$ cat config.mk
export PLATFORM = sky130hd
export DESIGN_NAME = ps2_move_decoder
export DESIGN_NICKNAME = d
export VERILOG_FILES = /design/src/rtl/ps2_move_decoder.sv
export SDC_FILE = /design/constraint.sdc
export NUM_CORES = 1
export LEC_CHECK = 0
export ABC_CLOCK_PERIOD_IN_PS = 3550
export CAP_MARGIN = 20
export CORE_ASPECT_RATIO = 0.9
export CORE_UTILIZATION = 42
export DETAILED_ROUTE_END_ITERATION = 10
export PLACE_DENSITY = 0.67
export REMOVE_ABC_BUFFERS = 1
export SLEW_MARGIN = 5
export SYNTH_ARGS = -nofsm -noshare
export SYNTH_HDL_FRONTEND = slang
export SYNTH_SLANG_ARGS = --single-unit
$ cat constraint.sdc
create_clock -name clk -period 3.55 [get_ports clk]
set_clock_uncertainty 0.15 [all_clocks]
set_input_delay 0.355 -clock clk [delete_from_list [all_inputs] [get_ports clk]]
set_output_delay 0.355 -clock clk [all_outputs]
set_load 0.005 [all_outputs]
$ cat src/rtl/ps2_move_decoder.sv
// PS/2 set-2 scan-code parser feeding a small direction FIFO plus a start-key pulse.
// Optional typematic-repeat filtering is enabled with `define PS2_MOVE_REPEAT_FILTER_EN.
module ps2_move_decoder #(
  parameter int DEPTH = 4,
  parameter int CW    = 3
) (
  input  logic          clk,
  input  logic          resetn,
  input  logic          ps2_key_pressed,
  input  logic [7:0]    ps2_key_data,
  input  logic          flush,
  input  logic          move_ready,
  output logic          move_valid,
  output logic [1:0]    move_dir,
  output logic          start_pulse,
  output logic          overflow,
  output logic [CW-1:0] fifo_count
);

  localparam int PW = (DEPTH > 1) ? $clog2(DEPTH) : 1;

  typedef enum logic [1:0] {
    S_IDLE    = 2'd0,
    S_EXT     = 2'd1,
    S_BRK     = 2'd2,
    S_EXT_BRK = 2'd3
  } state_e;

  // Result layout: {dir_hit, dir[1:0], start_hit}.
  function automatic logic [3:0] decode_key(input logic [7:0] code, input logic ext);
    logic [3:0] r;
    r = 4'b0000;
    if (ext) begin
      case (code)
        8'h75:   r = 4'b1000;
        8'h72:   r = 4'b1010;
        8'h6B:   r = 4'b1100;
        8'h74:   r = 4'b1110;
        8'h5A:   r = 4'b0001;
        default: r = 4'b0000;
      endcase
    end else begin
      case (code)
        8'h1D:   r = 4'b1000;
        8'h1B:   r = 4'b1010;
        8'h1C:   r = 4'b1100;
        8'h23:   r = 4'b1110;
        8'h5A:   r = 4'b0001;
        8'h29:   r = 4'b0001;
        default: r = 4'b0000;
      endcase
    end
    return r;
  endfunction

  state_e           state_q, state_d;
  logic [1:0]       mem_q [DEPTH];
  logic [1:0]       mem_d [DEPTH];
  logic [PW-1:0]    wr_ptr_q, wr_ptr_d;
  logic [PW-1:0]    rd_ptr_q, rd_ptr_d;
  logic [CW-1:0]    count_q, count_d;
  logic             overflow_q, overflow_d;
  logic             start_q, start_d;
  logic             valid_q, valid_d;
  logic [1:0]       dir_q, dir_d;
`ifdef PS2_MOVE_REPEAT_FILTER_EN
  logic [4:0]       held_q, held_d;
  logic [3:0]       dir_oh;
`endif

  logic             completed;
  logic             is_make;
  logic             code_ext;
  logic [3:0]       key;
  logic             dir_hit;
  logic             start_hit;
  logic             push_req;
  logic             start_req;
  logic             pop;
  logic             full;
  logic             push_acc;
  logic             drop;

  // Parser, repeat filter and FIFO next-state logic.
  always_comb begin
    state_d   = state_q;
    completed = 1'b0;
    is_make   = 1'b0;
    code_ext  = 1'b0;

    if (ps2_key_pressed) begin
      case (state_q)
        S_IDLE: begin
          if (ps2_key_data == 8'hE0) begin
            state_d = S_EXT;
          end else if (ps2_key_data == 8'hF0) begin
            state_d = S_BRK;
          end else begin
            completed = 1'b1;
            is_make   = 1'b1;
            state_d   = S_IDLE;
          end
        end
        S_EXT: begin
          if (ps2_key_data == 8'hE0) begin
            state_d = S_EXT;
          end else if (ps2_key_data == 8'hF0) begin
            state_d = S_EXT_BRK;
          end else begin
            completed = 1'b1;
            is_make   = 1'b1;
            code_ext  = 1'b1;
            state_d   = S_IDLE;
          end
        end
        S_BRK: begin
          if (ps2_key_data == 8'hF0) begin
            state_d = S_BRK;
          end else begin
            completed = 1'b1;
            state_d   = S_IDLE;
          end
        end
        S_EXT_BRK: begin
          if (ps2_key_data == 8'hF0) begin
            state_d = S_EXT_BRK;
          end else begin
            completed = 1'b1;
            code_ext  = 1'b1;
            state_d   = S_IDLE;
          end
        end
        default: state_d = S_IDLE;
      endcase
    end else begin
      state_d = state_q;
    end

    key       = decode_key(ps2_key_data, code_ext);
    dir_hit   = completed & key[3];
    start_hit = completed & key[0];

`ifdef PS2_MOVE_REPEAT_FILTER_EN
    // Held bits suppress typematic repeats until the matching break arrives.
    dir_oh    = 4'b0001 << key[2:1];
    push_req  = 1'b0;
    start_req = 1'b0;
    held_d    = held_q;
    if (dir_hit) begin
      if (is_make) begin
        push_req    = ~|(held_q[3:0] & dir_oh);
        held_d[3:0] = held_q[3:0] | dir_oh;
      end else begin
        held_d[3:0] = held_q[3:0] & ~dir_oh;
      end
    end else if (start_hit) begin
      if (is_make) begin
        start_req = ~held_q[4];
        held_d[4] = 1'b1;
      end else begin
        held_d[4] = 1'b0;
      end
    end else begin
      held_d = held_q;
    end
`else
    push_req  = dir_hit & is_make;
    start_req = start_hit & is_make;
`endif

    pop      = (count_q != CW'(0)) & move_ready;
    full     = (count_q == CW'(DEPTH));
    push_acc = push_req & (~full | pop);
    drop     = push_req & full & ~pop;

    mem_d = mem_q;
    if (push_acc) begin
      mem_d[wr_ptr_q] = key[2:1];
    end else begin
      mem_d = mem_q;
    end

    wr_ptr_d   = push_acc ? (wr_ptr_q + PW'(1)) : wr_ptr_q;
    rd_ptr_d   = pop ? (rd_ptr_q + PW'(1)) : rd_ptr_q;
    overflow_d = overflow_q | drop;
    start_d    = start_req;

    case ({push_acc, pop})
      2'b10:   count_d = count_q + CW'(1);
      2'b01:   count_d = count_q - CW'(1);
      default: count_d = count_q;
    endcase

    // Flush wins over everything, including a coincident byte.
    if (flush) begin
      state_d    = S_IDLE;
      wr_ptr_d   = '0;
      rd_ptr_d   = '0;
      count_d    = '0;
      overflow_d = 1'b0;
      start_d    = 1'b0;
`ifdef PS2_MOVE_REPEAT_FILTER_EN
      held_d     = 5'b00000;
`endif
    end else begin
      state_d = state_d;
    end

    valid_d = (count_d != CW'(0));
    dir_d   = valid_d ? mem_d[rd_ptr_d] : 2'b00;
  end

  // State, storage and registered outputs.
  always_ff @(posedge clk or negedge resetn) begin
    if (!resetn) begin
      state_q    <= S_IDLE;
      wr_ptr_q   <= '0;
      rd_ptr_q   <= '0;
      count_q    <= '0;
      overflow_q <= 1'b0;
      start_q    <= 1'b0;
      valid_q    <= 1'b0;
      dir_q      <= 2'b00;
      for (int i = 0; i < DEPTH; i++) begin
        mem_q[i] <= 2'b00;
      end
`ifdef PS2_MOVE_REPEAT_FILTER_EN
      held_q     <= 5'b00000;
`endif
    end else begin
      state_q    <= state_d;
      wr_ptr_q   <= wr_ptr_d;
      rd_ptr_q   <= rd_ptr_d;
      count_q    <= count_d;
      overflow_q <= overflow_d;
      start_q    <= start_d;
      valid_q    <= valid_d;
      dir_q      <= dir_d;
      for (int i = 0; i < DEPTH; i++) begin
        mem_q[i] <= mem_d[i];
      end
`ifdef PS2_MOVE_REPEAT_FILTER_EN
      held_q     <= held_d;
`endif
    end
  end

  assign move_valid  = valid_q;
  assign move_dir    = dir_q;
  assign start_pulse = start_q;
  assign overflow    = overflow_q;
  assign fifo_count  = count_q;

endmodule

==> results.py <==
metrics = {
    "status": {
        "status": "finished, final reports clean",
    },
    "drt": {
        "drtIter0Drc": 57,
        "vias": 1318,
        "vias_per_cell": 5.538,
        "drc": 0,
        "drt_wl_total_mm": 3.673,
        "wl_per_cell_microns": 15.43,
        "detail_route.first_pass.iterations": 4,
        "postRouteAntennaNets": 0,
    },
    "critical_path": {
        "rrSetupSlack_ns": 0.21,
        "cp-start-kind": "primary input",
        "path_max_fanout": 4,
        "path_class": "primary input to register",
        "r2r_cells": 14,
        "worstPathArrival_ns": 3.46,
        "timing.rr.end": "move_dir[0]$_DFF_PN0_",
        "setup.worst_path.end_class": "register",
        "crit_required_ns": 3.60,
        "r2r-start": "state_q[1]$_DFFE_PN0P_",
    },
    "synth": {
        "yosysTopAreaCell": "dfrtp_1",
        "syn_avg_cell_area_sq_um": 10.11,
        "synth.distinct_cells": 47,
        "synth_cells": 144,
        "synth_edf_count": 0,
        "synth.most_common_cell": "dfrtp_1",
        "synthesis.area_sq_um": 1456,
        "netlist_top_cells_area": "dfrtp_1 (38%), mux2_2 (7.7%), ha_1 (4.3%)",
        "ys_seq_area_share_pct": 37.80,
        "synth.ff_latch_count": 22,
        "async_flop_share_pct": 100.0,
        "ys_warn_count": 0,
        "synthFlopType": "dfrtp_1",
        "synth.top_cell.area_share_pct": 37.80,
        "synthTopCellsByCount": "dfrtp_1 (22), nor2_1 (13), nand2_1 (11)",
    },
    "timing": {
        "worst_pin_slew_ns": 0.8210,
        "tns_ns": 0,
        "setup_viol_count_final": 0,
        "hold_viol": 0,
        "max-slew-margin-rel_pct": 44.57,
        "drv_slew": 0,
        "max_freq_ghz": 0.2934,
        "finalCritPeriodShare_pct": 96.01,
        "period_needed_ns": 3.408,
    },
    "grt": {
        "grt_pass1_vias": 1381,
        "grt_max_degree": 23,
        "grt_use_total_pct": 21.01,
        "grt_remaining_overflow": 0,
        "antenna_found_initial": 0,
        "grt_pass1_wl_mm": 5.982,
    },
    "placed_design": {
        "portBuffers": 20,
        "dp_hpwl_mm": 2.477,
        "gp_congestion": 0.8402,
    },
    "floorplanning": {
        "die_w_microns": 64.07,
        "core_area_sq_um": 3186,
        "die-area_sq_um": 3707,
        "ios": 21,
        "die_h_microns": 57.87,
        "start_util_pct": 45.72,
        "num_rows": 19,
    },
    "cells_and_area": {
        "areaGrowthSynthToFinish_pct": 45.96,
        "nFillCells": 243,
        "drive_above_1_share_pct": 43.37,
        "final_nets": 217,
        "layout.area.seq_sq_um": 550.5,
        "diodes": 0,
        "multi_input_area_sq_um": 989.7,
    },
    "clocking": {
        "h-tree-depth": 1,
        "cts-root-buf": "clkbuf_8",
        "cts_max_path_buffers": 2,
        "cts.clk_slew.worst_paths_ns": 0.07,
        "clock_latency_ns": 0.26,
        "cts_sinks": 22,
        "numCtsBuffers": 3,
        "cts_tree": "built",
    },
    "power_and_ir_drop": {
        "p_leak_nw": 0.8997,
        "power_mw": 0.4866,
        "vdd_drop_max_mv": 0.1855,
        "p_per_area_nw_per_um2": 228.9,
    },
    "min_path": {
        "hp-class": "primary input to asynchronous set/reset pin",
    },
    "flow_run": {
        "drv_cap": 0,
    },
}
[what timing repair did]
item,4_1_cts,5_1_grt
buffers inserted,5,3
pin swaps,10,15
gates resized for setup,34,20
setup endpoints to repair,2,2
hold buffers,0,0
[kinds of logic after synthesis]
logic type,after synthesis,synth area share (%)
fa+ha+maj,6,5.670
buf+inv,10,3.865
mux,13,9.794
flops,22,37.80
compound gates,28,16.50
xor+xnor,6,3.608
simple gates,59,22.77
[critical path, stage by stage]
cell	delay, ns
dlygate4sd2_1	0.26
nand2b_4	0.17
o41a_1	0.47
o21bai_4	0.20
nand2_2	0.08
nand3_2	0.08
ha_4	0.19
fa_2	0.36
xnor2_2	0.16
or3_4	0.34
a41oi_2	0.21
nand2_1	0.12
a31o_2	0.24
nor3_2	0.11
a221o_1	0.13
[registers in the layout, indices dropped and copies added, names as in the netlist]
| name | flops |
|---|---|
| mem_q | 8 |
| fifo_count | 3 |
| move_dir | 2 |
| rd_ptr_q | 2 |
| state_q | 2 |
| wr_ptr_q | 2 |
| move_valid | 1 |
| overflow | 1 |
| start_pulse | 1 |
[layout make-up]
class                   instances  share of cell area [%]
flip-flops and latches         22                   25.90
clock buffers                   3                   1.942
repair buffers                 55                   22.42
well taps                      42                   2.472
multi-input cells             112                   46.56
inverters                       4                  0.7063
[worst max-delay path by stage]
stage	start	to	slack, ns	cells after the start
2_1_floorplan	ps2_key_data[1]	move_dir[0]$_DFF_PN0_	-0.03	14
3_3_place_gp	ps2_key_data[1]	move_dir[0]$_DFF_PN0_	-0.72	15
3_5_place_dp	ps2_key_data[1]	move_dir[0]$_DFF_PN0_	-0.71	15
4_1_cts	ps2_key_data[6]	move_dir[0]$_DFF_PN0_	0.003	17
5_1_grt	ps2_key_data[4]	move_dir[1]$_DFF_PN0_	-0.002	17
6_report	ps2_key_data[3]	move_dir[0]$_DFF_PN0_	0.14	15
[layer usage]
layer | vias up | track usage, % | part of all wire, %
met4 | 0 | 10.06 | 2.2
met5 | - | 0 | 0
met1 | 640 | 25.00 | 44
met2 | 29 | 37.23 | 50
li1 | 637 | - | -
met3 | 12 | 3.346 | 3.0
[metrics by stage]
stage	util (%)	hold slack [ns]	cells	instance area [sq um]	worst slack, ns
floorplan	-	-0.09059	138	1415	-0.03060
global placement	58.48	0.3328	226	1863	-0.7229
detailed placement	58.48	0.3392	226	1863	-0.7147
CTS	63.98	0.3558	234	2038	0.002668
global route	66.73	0.2443	238	2126	-0.002075
finish	66.73	0.2281	238	2126	0.1416
[placed cells by master, fill, tap and decap left out, types with 3 or more instances in the layout]
cell type,n
a211oi_1,4
nor2_1,12
buf_6,5
ha_1,4
nand2_1,10
buf_4,29
or3b_4,3
xnor2_1,3
nand3b_1,3
inv_1,4
nor3_2,3
clkbuf_2,5
mux2_2,10
clkbuf_8,3
clkdlybuf4s50_1,12
nand2b_1,4
a21oi_1,4
dfrtp_1,22
[report_power, final]
group	switching, mW	total [mW]	internal, mW
clock	0.0774	0.153	0.0758
combinational	0.0395	0.0812	0.0418
sequential	0.000924	0.252	0.251
Note: power is estimated with default switching activity, not from simulation.
